--- config.mk ---
export PLATFORM = sky130hd
export DESIGN_NAME = fp_mul_pipe_flat
export DESIGN_NICKNAME = d
export VERILOG_FILES = /design/src/rtl/fp_mul_pipe_if.sv /design/src/rtl/fp_mul_pipe.sv /design/src/flat_wrapper.sv
export SDC_FILE = /design/constraint.sdc
export NUM_CORES = 1
export LEC_CHECK = 0
export CORE_MARGIN = 2
export CORE_UTILIZATION = 50
export DETAILED_ROUTE_END_ITERATION = 7
export PLACE_DENSITY_LB_ADDON = 0.08
export SLEW_MARGIN = 20
export SYNTH_ARGS = -nofsm -noshare
export SYNTH_HDL_FRONTEND = slang
export SYNTH_SLANG_ARGS = --single-unit
export TNS_END_PERCENT = 1
--- constraint.sdc ---
create_clock -name clk -period 7 [get_ports clk]
set_input_delay 1.4 -clock clk [delete_from_list [all_inputs] [get_ports clk]]
set_output_delay 1.4 -clock clk [all_outputs]
set_load 0.01 [all_outputs]
--- src/rtl/fp_mul_pipe_if.sv ---
// rtl/fp_mul_pipe_if.sv - operand/result handshake bundle for fp_mul_pipe
interface fp_mul_pipe_if #(
    parameter int EXP_W = 8,
    parameter int MAN_W = 15,
    parameter int TAG_W = 4
) ();
    localparam int W = 1 + EXP_W + MAN_W;

    logic             in_valid;
    logic             in_ready;
    logic [W-1:0]     a;
    logic [W-1:0]     b;
    logic             rnd_mode;
    logic [TAG_W-1:0] in_tag;
    logic             out_valid;
    logic             out_ready;
    logic [W-1:0]     result;
    logic [TAG_W-1:0] out_tag;
    logic             flag_zero;
    logic             flag_ovf;
    logic             flag_unf;

    modport master (
        output in_valid, a, b, rnd_mode, in_tag, out_ready,
        input  in_ready, out_valid, result, out_tag, flag_zero, flag_ovf, flag_unf
    );

    modport slave (
        input  in_valid, a, b, rnd_mode, in_tag, out_ready,
        output in_ready, out_valid, result, out_tag, flag_zero, flag_ovf, flag_unf
    );
endinterface

--- src/rtl/fp_mul_pipe.sv ---
// rtl/fp_mul_pipe.sv - 3-stage pipelined FP multiplier with rounding, saturation and tag pass-through
module fp_mul_pipe #(
    parameter int EXP_W = 8,
    parameter int MAN_W = 15,
    parameter int TAG_W = 4
) (
    input  logic          clk,
    input  logic          rst_n,
    fp_mul_pipe_if.slave  io
);
    localparam int W  = 1 + EXP_W + MAN_W;
    localparam int PW = 2 * MAN_W + 2;
    localparam int EW = EXP_W + 2;
    localparam logic [EW-1:0] BIAS_E = EW'(2 ** (EXP_W - 1) - 1);

    logic adv;
    assign adv         = !io.out_valid || io.out_ready;
    assign io.in_ready = adv;

    logic [EXP_W-1:0] ea, eb;
    logic             za, zb;
    logic [MAN_W:0]   ma, mb;
    logic [PW-1:0]    p_n;
    logic [EW-1:0]    es_n;

    assign ea   = io.a[W-2:MAN_W];
    assign eb   = io.b[W-2:MAN_W];
    assign za   = (ea == '0);
    assign zb   = (eb == '0);
    assign ma   = {!za, io.a[MAN_W-1:0]};
    assign mb   = {!zb, io.b[MAN_W-1:0]};
    assign p_n  = PW'(ma) * PW'(mb);
    assign es_n = {2'b00, ea} + {2'b00, eb} - BIAS_E;

    logic             v1, sign1, z1, rnd1;
    logic [PW-1:0]    p1;
    logic [EW-1:0]    es1;
    logic [TAG_W-1:0] tag1;

    always_ff @(posedge clk or negedge rst_n) begin
        if (!rst_n) begin
            v1    <= 1'b0;
            p1    <= '0;
            es1   <= '0;
            sign1 <= 1'b0;
            z1    <= 1'b0;
            rnd1  <= 1'b0;
            tag1  <= '0;
        end else if (adv) begin
            v1    <= io.in_valid;
            p1    <= p_n;
            es1   <= es_n;
            sign1 <= io.a[W-1] ^ io.b[W-1];
            z1    <= za || zb;
            rnd1  <= io.rnd_mode;
            tag1  <= io.in_tag;
        end
    end

    logic             top;
    logic [MAN_W-1:0] mant_n;
    logic             guard_n, sticky_n;
    logic [EW-1:0]    e2_n;

    assign top      = p1[PW-1];
    assign mant_n   = top ? p1[PW-2 -: MAN_W] : p1[PW-3 -: MAN_W];
    assign guard_n  = top ? p1[PW-2-MAN_W] : p1[PW-3-MAN_W];
    assign sticky_n = top ? |p1[PW-3-MAN_W:0] : |p1[PW-4-MAN_W:0];
    assign e2_n     = es1 + EW'(top);

    logic             v2, sign2, z2, rnd2, guard2, sticky2;
    logic [MAN_W-1:0] mant2;
    logic [EW-1:0]    e2;
    logic [TAG_W-1:0] tag2;

    always_ff @(posedge clk or negedge rst_n) begin
        if (!rst_n) begin
            v2      <= 1'b0;
            mant2   <= '0;
            guard2  <= 1'b0;
            sticky2 <= 1'b0;
            e2      <= '0;
            sign2   <= 1'b0;
            z2      <= 1'b0;
            rnd2    <= 1'b0;
            tag2    <= '0;
        end else if (adv) begin
            v2      <= v1;
            mant2   <= mant_n;
            guard2  <= guard_n;
            sticky2 <= sticky_n;
            e2      <= e2_n;
            sign2   <= sign1;
            z2      <= z1;
            rnd2    <= rnd1;
            tag2    <= tag1;
        end
    end

    logic           inc;
    logic [MAN_W:0] sum;
    logic [EW-1:0]  e3;
    logic           unf_c, ovf_c;
    logic [W-1:0]   res_c;
    logic           fz_c, fo_c, fu_c;

    // A fraction carry leaves the low bits all zero, so sum's low bits are already the packed fraction.
    assign inc   = rnd2 && guard2 && (sticky2 || mant2[0]);
    assign sum   = {1'b0, mant2} + (MAN_W + 1)'(inc);
    assign e3    = e2 + EW'(sum[MAN_W]);
    // e3 is two's complement: top bit is the sign, bit EXP_W set on a positive value means > 2^EXP_W-1.
    assign unf_c = e3[EW-1] || (e3 == '0);
    assign ovf_c = !e3[EW-1] && e3[EXP_W];

    always_comb begin
        res_c = {sign2, e3[EXP_W-1:0], sum[MAN_W-1:0]};
        fz_c  = 1'b0;
        fo_c  = 1'b0;
        fu_c  = 1'b0;
        if (z2) begin
            res_c = {sign2, {(W-1){1'b0}}};
            fz_c  = 1'b1;
        end else if (unf_c) begin
            res_c = {sign2, {(W-1){1'b0}}};
            fz_c  = 1'b1;
            fu_c  = 1'b1;
        end else if (ovf_c) begin
            res_c = {W{1'b1}};
            res_c[W-1] = sign2;
            fo_c  = 1'b1;
        end
    end

    always_ff @(posedge clk or negedge rst_n) begin
        if (!rst_n) begin
            io.out_valid <= 1'b0;
            io.result    <= '0;
            io.out_tag   <= '0;
            io.flag_zero <= 1'b0;
            io.flag_ovf  <= 1'b0;
            io.flag_unf  <= 1'b0;
        end else if (adv) begin
            io.out_valid <= v2;
            io.result    <= res_c;
            io.out_tag   <= tag2;
            io.flag_zero <= fz_c;
            io.flag_ovf  <= fo_c;
            io.flag_unf  <= fu_c;
        end
    end
endmodule

--- src/flat_wrapper.sv ---
// flat-port wrapper written by rule: the top's interface ports become plain ports
module fp_mul_pipe_flat 
#(
    parameter int EXP_W = 8,
    parameter int MAN_W = 15,
    parameter int TAG_W = 4
)
  (clk, rst_n, io_in_valid, io_a, io_b, io_rnd_mode, io_in_tag, io_out_ready, io_in_ready, io_out_valid, io_result, io_out_tag, io_flag_zero, io_flag_ovf, io_flag_unf);
  fp_mul_pipe_if #(.EXP_W(EXP_W), .MAN_W(MAN_W), .TAG_W(TAG_W)) io_i ();
  input  logic clk;
  input  logic rst_n;
  input wire logic [$bits(io_i.in_valid)-1:0] io_in_valid;
  input wire logic [$bits(io_i.a)-1:0] io_a;
  input wire logic [$bits(io_i.b)-1:0] io_b;
  input wire logic [$bits(io_i.rnd_mode)-1:0] io_rnd_mode;
  input wire logic [$bits(io_i.in_tag)-1:0] io_in_tag;
  input wire logic [$bits(io_i.out_ready)-1:0] io_out_ready;
  output wire logic [$bits(io_i.in_ready)-1:0] io_in_ready;
  output wire logic [$bits(io_i.out_valid)-1:0] io_out_valid;
  output wire logic [$bits(io_i.result)-1:0] io_result;
  output wire logic [$bits(io_i.out_tag)-1:0] io_out_tag;
  output wire logic [$bits(io_i.flag_zero)-1:0] io_flag_zero;
  output wire logic [$bits(io_i.flag_ovf)-1:0] io_flag_ovf;
  output wire logic [$bits(io_i.flag_unf)-1:0] io_flag_unf;
  assign io_i.in_valid = io_in_valid;
  assign io_i.a = io_a;
  assign io_i.b = io_b;
  assign io_i.rnd_mode = io_rnd_mode;
  assign io_i.in_tag = io_in_tag;
  assign io_i.out_ready = io_out_ready;
  assign io_in_ready = io_i.in_ready;
  assign io_out_valid = io_i.out_valid;
  assign io_result = io_i.result;
  assign io_out_tag = io_i.out_tag;
  assign io_flag_zero = io_i.flag_zero;
  assign io_flag_ovf = io_i.flag_ovf;
  assign io_flag_unf = io_i.flag_unf;
  fp_mul_pipe #(.EXP_W(EXP_W), .MAN_W(MAN_W), .TAG_W(TAG_W)) u_core (.clk(clk), .rst_n(rst_n), .io(io_i));
endmodule
# Word-level counts from Yosys, hierarchy flattened
# Index checks and enable logic that the tools add are counted.
# W data, S select, Z words.
[op_classes] n_div=0 n_mux=12 n_addsub=5 n_reduce_logical=16 eq_ne=0 mul=1 n_bitwise=1 shift=0 order_cmp=0
[ops] cell="$mux W23" count=3
[ops] cell="$mul A16 B16 Y32" count=1
[ops] cell="$add A10 B1 Y10" count=2
[ops] cell="$add A15 B1 Y16" count=1
[ops] cell="$logic_not A8 Y1" count=2
[ops] cell="$mux W15" count=1
[ops] cell="$reduce_or A15 Y1" count=1
[ops] cell="$reduce_or A14 Y1" count=1
[ops] cell="$logic_not A10 Y1" count=1
[ops] cell="$sub A10 B7 Y10 const B" count=1
[ops] cell="$add A8 B8 Y9" count=1
[ops] cell="$mux W1" count=8
[ops] cell="$logic_not A1 Y1" count=4
[ops] cell="$logic_or A1 B1 Y1" count=4
[ops] cell="$logic_and A1 B1 Y1" count=3
[ops] cell="$xor A1 B1 Y1" count=1
[totals] wordCells=57 output_inout_bits=33 latch_bits=0 mem_bits_rw=0 ff_bits=117 n_memories=0 romBits=0 input_bits=57

# Logic depth before layout (Yosys ltp)
# Gate-level depths: netlist of the first run.
[logic_depth] ltp_word=9 ltp_mapped=23 mapped_depth_nobuf=22

# Least setup slack after synthesis of the first run
# No wires, ideal clock.
[synth_path] kind="input-to-reg" from="in io_b[22]" to="reg u_core.p1[30]" n_path_buf=1 t_arrival_ps=6755 t_required_ps=6905 setup_ps=95 path_stages=22 slack_ps=150 cell_sequence="nor4_1 -> nand2_1 -> clkbuf_1 -> and2_1 -> fa_1 -> inv_1 -> fa_1 -> fa_1 -> inv_1 -> fa_1 -> inv_1 -> fa_1 -> fa_1 -> inv_1 -> ha_1 -> a21oi_1 -> o21ai_1 -> a2111o_1 -> a22oi_1 -> a21oi_1 -> o21a_1 -> o31ai_1"
[synth_between] elab_chain_len=3
[synth_lines] item="from (decl)" line_no="flat_wrapper.sv:14" rtl="input wire logic [$bits(io_i.b)-1:0] io_b;"
[synth_lines] item="$logic_not A8 Y1" line_no="fp_mul_pipe.sv:29" rtl="assign zb = (eb == '0);"
[synth_lines] item="$logic_not A1 Y1" line_no="fp_mul_pipe.sv:31" rtl="assign mb = {!zb, io.b[MAN_W-1:0]};"
[synth_lines] item="$mul A16 B16 Y32" line_no="fp_mul_pipe.sv:32" rtl="assign p_n = PW'(ma) * PW'(mb);"
[synth_lines] item="to (signal assigned)" line_no="fp_mul_pipe.sv:51" rtl="p1 <= p_n;"
[synth_lines] item="to (decl)" line_no="fp_mul_pipe.sv:36" rtl="logic [PW-1:0] p1;"
# No other way between the ends.
# A chain may end at the register's enable or synchronous reset.

# Worst setup path in the final report of the first run
[layout_path] from="in io_b[18]" to="reg u_core.p1[30]"
# Same word-level chain as after synthesis.

==> summary.txt, run 1 <==
Status
  • Result of the run: finished clean

Setup path
  • Critical Path, Cell by Cell: clkdlybuf4s50_1 -> nor4_2 -> nand2_1 -> buf_6 -> and2_1 -> fa_1 -> inv_1 -> fa_1 -> inv_1 -> fa_1 -> fa_1 -> inv_1 -> fa_1 -> fa_1 -> inv_1 -> ha_4 -> buf_6 -> nand4_1 -> buf_4 -> nor3_2 -> nand4_1 -> a21oi_2 -> o21a_1 -> o31ai_1
  • Slowest stage cell, crit path: sky130_fd_sc_hd__fa_1
  • Most numerous cell on the critical path: sky130_fd_sc_hd__fa_1
  • Crit. End Element: register
  • Worst EP required: 7.26 ns
  • Data arrival time of the critical path: 7.08 ns
  • Worst Setup Path Type: primary input to register
  • Maximum cell stage delay along the critical path: 0.51 ns
  • Critical path startpoint category: primary input
  • Maximum fanout along the worst path: 6

Timing
  • Slew of the pin with the lowest slew margin: 0.932 ns
  • Post-route minimum period: 6.82 ns
  • Final critical-path share of the clock period: 97.4%
  • Clock skew after layout: 0.0105 ns
  • Worst slew slack as a fraction of its limit: 37.9%
  • Total of endpoints with negative setup slack in the final report: 0
  • Fmax: 147 MHz
  • Max Slew Vio Count: 0
  • Total negative setup slack: 0 ns
  • Total count of hold-check failures in the final report: 0
  • RSZ-0062 raised after global routing: true

Logic synthesis
  • Number of synthesized flops with an enable pin: 0
  • Share of the yosys chip area belonging to registers: 20.4%
  • Dominant combinational cell family by area after synthesis: adder cells
  • Xor/xnor share of the synthesized area: 3.67%
  • Area share of the largest cell type after synthesis: 27.2%
  • Share of synthesized flip-flops with an asynchronous set or reset: 100%
  • Post-synthesis net count: 1991
  • YS warnings: 0
  • Adder-cell share of the synthesized area: 37.6%
  • Prevailing post-synth register cell: sky130_fd_sc_hd__dfrtp_1
  • Leading area contributor after synthesis: sky130_fd_sc_hd__fa_1
  • Mux contribution to synthesized area: 1.34%
  • Area share of and/or/nand/nor cells after synthesis: 18.6%
  • Compound-gate portion of the synthesized area: 9.32%
  • Post-synthesis instance area: 0.0143 mm2
  • Cell count after synthesis: 1620
  • Number of distinct library cells after synthesis: 63
  • Number of synthesized register bits: 117
  • Cell types with the largest area share after synthesis: sky130_fd_sc_hd__fa_1 27%, sky130_fd_sc_hd__dfrtp_1 20%, sky130_fd_sc_hd__ha_1 10%, sky130_fd_sc_hd__nand2_1 8.1%, sky130_fd_sc_hd__inv_1 6.9%
  • Mean Syn Cell Area: 8.85 um2

Die
  • Die Width: 173 um
  • Core Box Area: 0.0280 mm2
  • Placement Rows: 61
  • Die Span Y: 173 um
  • Ports placed on the boundary: 90
  • Initial Util: 51.2%
  • Area of the die: 0.0300 mm2

CTS
  • Clk Tree Root Cell: sky130_fd_sc_hd__clkbuf_16
  • Number of clock sinks: 117
  • Clock insertion delay at the later pin of the skew report: 0.41 ns
  • Clock tree buffer depth: 2
  • # H-tree levels: 4
  • Clock-pin slew of the registers on the worst-case setup and hold paths: 0.05 ns
  • Number of buffers added by the clock tree synthesis step: 17
  • TritonCTS clock tree: done

Global routing
  • Fraction of met3 tracks used by global routing: 2.65%
  • Pin count of the biggest net entering global routing: 85
  • Initial antenna violation count: 0
  • Aggregate global-route resource usage: 22.3%
  • Met1 Track Usage GR: 32.2%
  • Met2 GRT Util: 36.6%
  • Wire length of the first global-routing pass: 55800 um
  • Global route overflow: 0
  • Number of global-route vias before repair: 11400
  • Grt peak-use layer: met2

Placement
  • HPWL after DPL: 26400 um
  • Number of placed instances, taps included: 2169
  • Buffers added on ports: 89
  • RePlAce Congestion: 0.859

Cells and area
  • Relative area change from synthesis to final layout: 23.1%
  • Nets@finish: 2187
  • Most common cell after layout, fill and taps aside: sky130_fd_sc_hd__nand2_1
  • Post-layout instance count excluding filler cells: 2207
  • Diodes inserted: 0
  • Ratio of cells with drive above 1 in the final layout: 13.6%
  • Top library cells by usage in the layout, fill and taps aside: 307 x sky130_fd_sc_hd__nand2_1, 262 x sky130_fd_sc_hd__inv_1, 193 x sky130_fd_sc_hd__fa_1, 146 x sky130_fd_sc_hd__buf_4, 117 x sky130_fd_sc_hd__dfrtp_1

Routing
  • Initial DRC count: 643
  • Detailed-route wire length per cell: 14.7 um
  • Vias post-DR: 11300
  • Number of optimization iterations in the first detailed-route pass: 5
  • Post-DR vias/cell: 5.11
  • Antenna violation net count after detailed routing: 0
  • Drt drc: 0
  • Final Routed Wirelength: 32500 um

Min path
  • Hold crit path type: register to register

Run
  • Max-cap viol count: 0
[worst max-delay path, delay by kind of cell]
family          cells  cell delay, ns
simple gates        6            0.96
buf+inv             8            1.07
fa+ha+maj           7            3.18
compound gates      3            0.45
[path summary, 6_finish.rpt]
kind | from | to | slack [ns] | cells after the start
worst min register to register | u_core.v2$_DFFE_PN0P_ | u_core.v2$_DFFE_PN0P_ | 0.45 | 2
worst max register to register | u_core.mant2[2]$_DFFE_PN0P_ | u_core.io.result[2]$_DFFE_PN0P_ | 3.25 | 14
worst min-delay path | u_core.v2$_DFFE_PN0P_ | u_core.v2$_DFFE_PN0P_ | 0.45 | 2
min in group asynchronous | rst_n | u_core.tag2[1]$_DFFE_PN0P_ | 1.00 | 1
worst max-delay path | io_b[18] | u_core.p1[30]$_DFFE_PN0P_ | 0.18 | 24
max in group asynchronous | rst_n | u_core.mant2[5]$_DFFE_PN0P_ | 4.71 | 2
[layer usage]
layer,vias to the layer above,part of all wire [%]
met3,21,3.7
met5,-,0
met2,207,47
met4,0,0.95
li1,5509,-
met1,5537,48
[logic make-up (layout without fill, tap and decap cells)]
family                     Yosys count  in the layout
and+or+nand+nor                    571            571
buffers and inverters              335            544
adders and majority gates          314            314
AOI/OAI and AO/OA                  204            204
DFF                                117            117
xor gates and xnor gates            60             60
muxes                               19             19
[sequential cells by signal, summed over array words and instances, names as in the netlist]
| register | flops |
|---|---|
| u_core.sign1 | 1 |
| u_core.sticky2 | 1 |
| u_core.tag1 | 4 |
| u_core.v2 | 1 |
| u_core.sign2 | 1 |
| u_core.v1 | 1 |
| u_core.z1 | 1 |
| u_core.z2 | 1 |
| u_core.e2 | 10 |
| u_core.p1 | 32 |
| u_core.tag2 | 4 |
| u_core.rnd2 | 1 |
| u_core.es1 | 10 |
| u_core.io.out_tag | 4 |
| u_core.io.flag_ovf | 1 |
| u_core.mant2 | 15 |
| u_core.rnd1 | 1 |
| u_core.guard2 | 1 |
| u_core.io.flag_zero | 1 |
| u_core.io.out_valid | 1 |
| u_core.io.result | 24 |
| u_core.io.flag_unf | 1 |
[metrics by stage]
step                utilization, %  worst slack, ns  cell area [um2]  hold WS, ns
floorplan                        -            0.150            14300        0.430
global placement              59.4           -0.447            16700        0.441
CTS                           61.6          0.00753            17300        0.459
detailed placement            59.4           -0.557            16700        0.447
finish                        63.0            0.181            17600        0.454
global route                  63.0          -0.0190            17600        0.478
[synth_stat cells, types with 29 or more instances]
master                     instances
sky130_fd_sc_hd__nand2_1         310
sky130_fd_sc_hd__inv_1           263
sky130_fd_sc_hd__fa_1            195
sky130_fd_sc_hd__ha_1            119
sky130_fd_sc_hd__dfrtp_1         117
sky130_fd_sc_hd__and2_1          113
sky130_fd_sc_hd__clkbuf_1         60
sky130_fd_sc_hd__a21oi_1          52
sky130_fd_sc_hd__o21ai_0          52
sky130_fd_sc_hd__nor2_1           51
sky130_fd_sc_hd__xor2_1           31
sky130_fd_sc_hd__nand3_1          29
sky130_fd_sc_hd__xnor2_1          29
[timing repair]
action,CTS,global route
cloned,0,1
pin swaps,2,39
gates resized for setup,3,70
setup buffers,0,5
endpoints found under the setup margin,2,16
hold buffers,0,0
hold endpoints to repair,0,0
[final cells by class]
| cell class | count | area, um2 |
|---|---|---|
| clock buffer | 22 | 474 |
| clock inverter | 10 | 128 |
| fill | 2471 | 10400 |
| inverter | 263 | 987 |
| multi-input combinational | 1168 | 10400 |
| sequential | 117 | 2930 |
| tap | 378 | 473 |
| timing repair buffer | 249 | 2260 |
Power of run 1 is left out: the tool's default activity adds up to more than one toggle a clock period on the data nets, which glitch-free logic cannot reach.
==> run 2: changes to the inputs <==
--- a/config.mk
+++ b/config.mk
@@ -9,6 +9,7 @@
 export CORE_UTILIZATION = 50
 export DETAILED_ROUTE_END_ITERATION = 7
 export PLACE_DENSITY_LB_ADDON = 0.08
+export SKIP_CTS_REPAIR_TIMING = 1
 export SLEW_MARGIN = 20
 export SYNTH_ARGS = -nofsm -noshare
 export SYNTH_HDL_FRONTEND = slang
==> constraint.sdc (replaced) <==
create_clock -name clk -period 8.6 [get_ports clk]
set_input_delay 1.72 -clock clk [delete_from_list [all_inputs] [get_ports clk]]
set_output_delay 1.72 -clock clk [all_outputs]
set_load 0.01 [all_outputs]
==> run 2 against run 1 <==
Against the previous run: final cell count shrank 6.1%; non-clock buffer count shrank 133; setup slack gained 0.70 ns; via count shrank 3.8%; die area is the same; global-route usage shrank 0.21 points; core utilization shrank 5.1 points; final area shrank 8.1%; critical path depth shrank 3; worst hold slack lost 0.0015 ns; sequential share of layout area grew 1.5 points; flip-flop and latch count is the same; critical path type unchanged; highest routed layer unchanged.
==> summary.txt, run 2 (same netlist as run 1, synthesis figures left out) <==
CTS
  • Clock tree buffer depth: 2
  • TritonCTS clock tree: done
  • Clock-pin slew of the registers on the worst-case setup and hold paths: 0.06 ns
  • # H-tree levels: 4
  • Clock insertion delay at the later pin of the skew report: 0.41 ns
  • Number of buffers added by the clock tree synthesis step: 17
  • Clk Tree Root Cell: sky130_fd_sc_hd__clkbuf_16
  • Number of clock sinks: 117

Cells and area
  • Nets@finish: 2054
  • Most common cell after layout, fill and taps aside: sky130_fd_sc_hd__nand2_1
  • Top library cells by usage in the layout, fill and taps aside: 310 x sky130_fd_sc_hd__nand2_1, 262 x sky130_fd_sc_hd__inv_1, 195 x sky130_fd_sc_hd__fa_1, 119 x sky130_fd_sc_hd__ha_1, 117 x sky130_fd_sc_hd__dfrtp_1
  • Diodes inserted: 0
  • Filler Cells Inserted: 2609
  • Relative area change from synthesis to final layout: 13.1%
  • Ratio of cells with drive above 1 in the final layout: 4.42%
  • Register ranked first by flip-flop count: u_core.p1
  • Number of flip-flops in the largest register: 32
  • Finished Core Util: 57.9%
  • Largest registers: u_core.p1: 32 flops, u_core.io.result: 24 flops, u_core.mant2: 15 flops

Routing
  • Post-DR vias/cell: 5.23
  • Initial DRC count: 597
  • Final Routed Wirelength: 32200 um
  • Vias post-DR: 10900
  • Drt drc: 0
  • Detailed-route wire length per cell: 15.5 um
  • Number of optimization iterations in the first detailed-route pass: 5
  • Antenna violation net count after detailed routing: 0

Die
  • Initial Util: 51.2%
  • Placement Rows: 61
  • Area of the die: 0.0300 mm2
  • Die Span Y: 173 um
  • Ports placed on the boundary: 90
  • Die Width: 173 um
  • Core Box Area: 0.0280 mm2

Status
  • Result of the run: finished clean

Global routing
  • Pin count of the biggest net entering global routing: 81
  • Wire length of the first global-routing pass: 54700 um
  • Aggregate global-route resource usage: 22.1%
  • Met2 GRT Util: 35.2%
  • Number of global-route vias before repair: 11000
  • Grt peak-use layer: met2
  • Fraction of met3 tracks used by global routing: 2.54%
  • Initial antenna violation count: 0
  • Global route overflow: 0
  • Met1 Track Usage GR: 32.6%

Timing
  • Total negative setup slack: 0 ns
  • RSZ-0062 raised after global routing: false
  • Final hold slack: 0.453 ns
  • Slew of the pin with the lowest slew margin: 0.912 ns
  • Total count of hold-check failures in the final report: 0
  • Total of endpoints with negative setup slack in the final report: 0
  • Clock skew after layout: 0.00915 ns
  • Fmax: 129 MHz
  • Final critical-path share of the clock period: 89.8%
  • Max Slew Vio Count: 0
  • Post-route minimum period: 7.72 ns
  • Worst slew slack as a fraction of its limit: 39.2%

Placement
  • Buffers added on ports: 89
  • RePlAce Congestion: 0.843
  • HPWL after DPL: 26000 um

Setup path
  • Data arrival time of the critical path: 8.04 ns
  • Worst Setup Path Type: primary input to register
  • Most numerous cell on the critical path: sky130_fd_sc_hd__fa_1
  • Crit. End Element: register
  • Critical path startpoint category: primary input
  • Worst EP required: 8.92 ns
  • Count of buffer and inverter cells on the critical path: 6
  • Slowest stage cell, crit path: sky130_fd_sc_hd__clkdlybuf4s50_1
  • Critical Path, Cell by Cell: clkdlybuf4s50_1 -> nand2_1 -> fa_1 -> inv_1 -> fa_1 -> inv_1 -> fa_1 -> inv_1 -> fa_1 -> fa_1 -> inv_1 -> fa_1 -> inv_1 -> ha_1 -> a21oi_1 -> o21ai_1 -> a2111o_1 -> a22oi_1 -> a21oi_1 -> o21a_1 -> o31ai_1
  • Maximum cell stage delay along the critical path: 0.89 ns
  • Maximum fanout along the worst path: 12
  • Crit path max-delay family: adder cells

Min path
  • Hold crit path type: register to register

Run
  • Max-cap viol count: 0
==> run 2: per-stage QoR <==
| stage | cell area (um2) | instances | setup WS, ns |
|---|---|---|---|
| after floorplan | 14300 | 1620 | 1.43 |
| after global placement | 15600 | 2042 | 0.493 |
| after detailed placement | 15600 | 2042 | 0.441 |
| after CTS | 16200 | 2073 | 0.858 |
| after global routing | 16200 | 2073 | 0.553 |
| final | 16200 | 2073 | 0.877 |
==> run 2: final timing paths <==
path	slack (ns)	start	to	depth (start not counted)
min	0.45	u_core.v2$_DFFE_PN0P_	u_core.io.out_valid$_DFFE_PN0P_	1
min reg2reg	0.45	u_core.v2$_DFFE_PN0P_	u_core.io.out_valid$_DFFE_PN0P_	1
max reg2reg	4.83	u_core.mant2[2]$_DFFE_PN0P_	u_core.io.result[21]$_DFFE_PN0P_	14
max	0.88	io_b[4]	u_core.p1[30]$_DFFE_PN0P_	21
min in group asynchronous	1.35	rst_n	u_core.io.out_tag[1]$_DFFE_PN0P_	1
max in group asynchronous	5.99	rst_n	u_core.tag1[0]$_DFFE_PN0P_	2
==> run 2: worst reg2reg max path, stage by stage, from the launching register on <==
cell and delay (ns):
sky130_fd_sc_hd__dfrtp_1 0.43, sky130_fd_sc_hd__and3_1 0.26, sky130_fd_sc_hd__and3_1 0.24, sky130_fd_sc_hd__nand4_1 0.15, sky130_fd_sc_hd__nor2_1 0.16, sky130_fd_sc_hd__and3_1 0.19
sky130_fd_sc_hd__ha_1 0.19, sky130_fd_sc_hd__ha_1 0.21, sky130_fd_sc_hd__and4_1 0.35, sky130_fd_sc_hd__a21o_1 0.19, sky130_fd_sc_hd__a211oi_1 0.08, sky130_fd_sc_hd__o2111ai_1 0.24
sky130_fd_sc_hd__nand2_2 0.10, sky130_fd_sc_hd__nor3_4 0.67, sky130_fd_sc_hd__a22o_1 0.24
==> run 2: area by class of cell <==
type                       instances  area, um2  share of cell area (%)
sequential                       117       2930                    18.1
clock inverter                     9        125                   0.772
timing repair buffer             116       1090                    6.73
multi-input combinational       1168      10100                    62.4
clock buffer                      22        484                    2.99
tap                              378        473                    2.92
inverter                         263        987                    6.09
==> run 2: per-layer routing <==
layer / share of wire (%) / up-vias
li1: - / 5234
met1: 49 / 5322
met2: 45 / 258
met3: 4.2 / 36
met4: 1.7 / 0
met5: 0 / -
Power of run 2 is left out for the same reason.
==> run 3: changes to the inputs <==
--- a/config.mk
+++ b/config.mk
@@ -5,6 +5,7 @@
 export SDC_FILE = /design/constraint.sdc
 export NUM_CORES = 1
 export LEC_CHECK = 0
+export CAP_MARGIN = 20
 export CORE_MARGIN = 2
 export CORE_UTILIZATION = 50
 export DETAILED_ROUTE_END_ITERATION = 7
==> constraint.sdc (replaced) <==
create_clock -name clk -period 6.7 [get_ports clk]
set_input_delay 1.34 -clock clk [delete_from_list [all_inputs] [get_ports clk]]
set_output_delay 1.34 -clock clk [all_outputs]
set_load 0.01 [all_outputs]
==> run 3 against run 2 <==
Against the previous run: final cell count grew 7.5%; flip-flop and latch count unchanged; sequential share of layout area is 1.8 points lower; die area is the same; setup slack worse by 0.72 ns; critical endpoint is now u_core.p1[17]$_DFFE_PN0P_; largest cell class unchanged.
==> summary.txt, run 3 (same netlist as run 1, synthesis figures left out) <==
Setup path
  • Maximum fanout along the worst path: 6
  • Path depth of the worst reg2reg path: 14
  • Data arrival time of the critical path: 6.79 ns
  • R2R Path End: u_core.io.result[0]$_DFFE_PN0P_
  • Start of the worst register-to-register path: u_core.mant2[2]$_DFFE_PN0P_
  • Worst EP required: 6.95 ns
  • Worst setup path start: io_a[10]
  • Worst Setup Path Type: primary input to register
  • Register-to-register setup slack: 2.95 ns
  • Critical path startpoint category: primary input
  • Crit. End Element: register

Routing
  • Detailed-route wire length per cell: 15.1 um
  • Drt drc: 0
  • Antenna violation net count after detailed routing: 0
  • Final Routed Wirelength: 33600 um
  • Post-DR vias/cell: 5.10
  • Initial DRC count: 579
  • Number of optimization iterations in the first detailed-route pass: 5
  • Vias post-DR: 11400

Min path
  • Hold crit path type: register to register
  • Worst Hold Launch: u_core.v2$_DFFE_PN0P_
  • Hold worst-path end: u_core.io.out_valid$_DFFE_PN0P_
  • Number of cells on the worst hold path: 1

Global routing
  • Pin count of the biggest net entering global routing: 79
  • Aggregate global-route resource usage: 22.5%
  • Initial antenna violation count: 0
  • Number of global-route vias before repair: 11500
  • Global route overflow: 0
  • Wire length of the first global-routing pass: 55800 um

Placement
  • HPWL after DPL: 27000 um
  • RePlAce Congestion: 0.856
  • Pre-CTS worst setup slack: -0.726 ns
  • Buffers added on ports: 89
  • Placed inst area: 0.0168 mm2

CTS
  • TritonCTS clock tree: done
  • Clock insertion delay at the later pin of the skew report: 0.41 ns
  • Clock tree buffer depth: 2
  • Clk Tree Root Cell: sky130_fd_sc_hd__clkbuf_16
  • Number of clock sinks: 117
  • # H-tree levels: 4
  • Clock-pin slew of the registers on the worst-case setup and hold paths: 0.05 ns
  • Number of buffers added by the clock tree synthesis step: 17

Timing
  • Worst slew slack as a fraction of its limit: 38.6%
  • Total count of hold-check failures in the final report: 0
  • Max Slew Vio Count: 0
  • Total of endpoints with negative setup slack in the final report: 0
  • Worst-case setup margin in the final layout: 0.162 ns
  • Clock skew after layout: 0.0113 ns
  • Slew of the pin with the lowest slew margin: 0.921 ns
  • Fmax: 153 MHz
  • RSZ-0062 raised after global routing: true
  • Post-route minimum period: 6.54 ns
  • Final critical-path share of the clock period: 97.6%

Cells and area
  • Relative area change from synthesis to final layout: 25.3%
  • Filler Cells Inserted: 2469
  • Cell area after layout: 0.0180 mm2
  • Ratio of cells with drive above 1 in the final layout: 16.1%
  • Most common cell after layout, fill and taps aside: sky130_fd_sc_hd__nand2_1
  • Largest registers: u_core.p1: 32 flops, u_core.io.result: 24 flops, u_core.mant2: 15 flops
  • Diodes inserted: 0
  • Number of flip-flops in the largest register: 32
  • Nets@finish: 2208
  • Register ranked first by flip-flop count: u_core.p1
  • Top library cells by usage in the layout, fill and taps aside: 299 x sky130_fd_sc_hd__nand2_1, 260 x sky130_fd_sc_hd__inv_1, 186 x sky130_fd_sc_hd__fa_1, 148 x sky130_fd_sc_hd__buf_4, 117 x sky130_fd_sc_hd__dfrtp_1
  • Finished Core Util: 64.1%

Die
  • Area of the die: 0.0300 mm2
  • Core Box Area: 0.0280 mm2
  • Ports placed on the boundary: 90
  • Die Span Y: 173 um
  • Initial Util: 51.2%
  • Placement Rows: 61
  • Die Width: 173 um

Status
  • Result of the run: finished clean

Run
  • Max-cap viol count: 0
[run 3: cell count changes in the layout (fill, tap and decap cells not counted), sizes merged]
cell	delta
buf	+154
dlymetal6s2s	+31
clkdlybuf4s50	-31
clkinv	+1
[run 3: layer usage]
| metal | wire length, um | global-route usage, % | share of wire, % |
|---|---|---|---|
| met5 | 0 | 0 | 0 |
| met4 | 319 | 4.94 | 0.95 |
| met3 | 1360 | 2.76 | 4.0 |
| met2 | 15900 | 36.8 | 47 |
| met1 | 16000 | 32.2 | 48 |
[run 3: final cells by class]
type / instances / area, um2 / share of cell area (%)
flip-flops and latches: 117 / 2930 / 16.3
well taps: 378 / 473 / 2.63
inverters: 263 / 987 / 5.50
repair buffers: 270 / 2470 / 13.8
clock buffers: 22 / 454 / 2.53
clock inverters: 10 / 130 / 0.725
multi-input cells: 1168 / 10500 / 58.5
[run 3: worst max-delay path by stage]
stage                                 to  depth (start not counted)
2_1_floorplan  u_core.p1[31]$_DFFE_PN0P_                         22
3_3_place_gp   u_core.p1[29]$_DFFE_PN0P_                         23
3_5_place_dp   u_core.p1[29]$_DFFE_PN0P_                         24
4_1_cts        u_core.p1[29]$_DFFE_PN0P_                         23
5_1_grt        u_core.p1[29]$_DFFE_PN0P_                         24
6_report       u_core.p1[17]$_DFFE_PN0P_                         22
[run 3: metrics by stage]
stage | instances | hold WS (ns) | TNS, ns
2_1_floorplan | 1620 | 0.430 | 0
5_1_grt | 2228 | 0.469 | -0.403
4_1_cts | 2220 | 0.458 | -1.99
3_3_place_gp | 2188 | 0.443 | -8.09
6_report | 2228 | 0.456 | 0
3_5_place_dp | 2188 | 0.446 | -9.52
[run 3: worst max-delay path, cell delays in order]
cell,delay (ns)
sky130_fd_sc_hd__clkdlybuf4s50_1,0.47
sky130_fd_sc_hd__buf_6,0.14
sky130_fd_sc_hd__buf_4,0.13
sky130_fd_sc_hd__nand2_1,0.06
sky130_fd_sc_hd__fa_1,0.51
sky130_fd_sc_hd__inv_1,0.07
sky130_fd_sc_hd__fa_2,0.55
sky130_fd_sc_hd__inv_1,0.05
sky130_fd_sc_hd__fa_1,0.49
sky130_fd_sc_hd__fa_1,0.54
sky130_fd_sc_hd__inv_1,0.06
sky130_fd_sc_hd__fa_1,0.45
sky130_fd_sc_hd__fa_1,0.54
sky130_fd_sc_hd__ha_4,0.23
sky130_fd_sc_hd__a21oi_2,0.13
sky130_fd_sc_hd__buf_4,0.12
sky130_fd_sc_hd__inv_1,0.04
sky130_fd_sc_hd__buf_4,0.12
sky130_fd_sc_hd__a311o_1,0.30
sky130_fd_sc_hd__a21oi_2,0.16
sky130_fd_sc_hd__xor2_1,0.19
sky130_fd_sc_hd__o21ai_0,0.11
Power of run 3 is left out for the same reason.
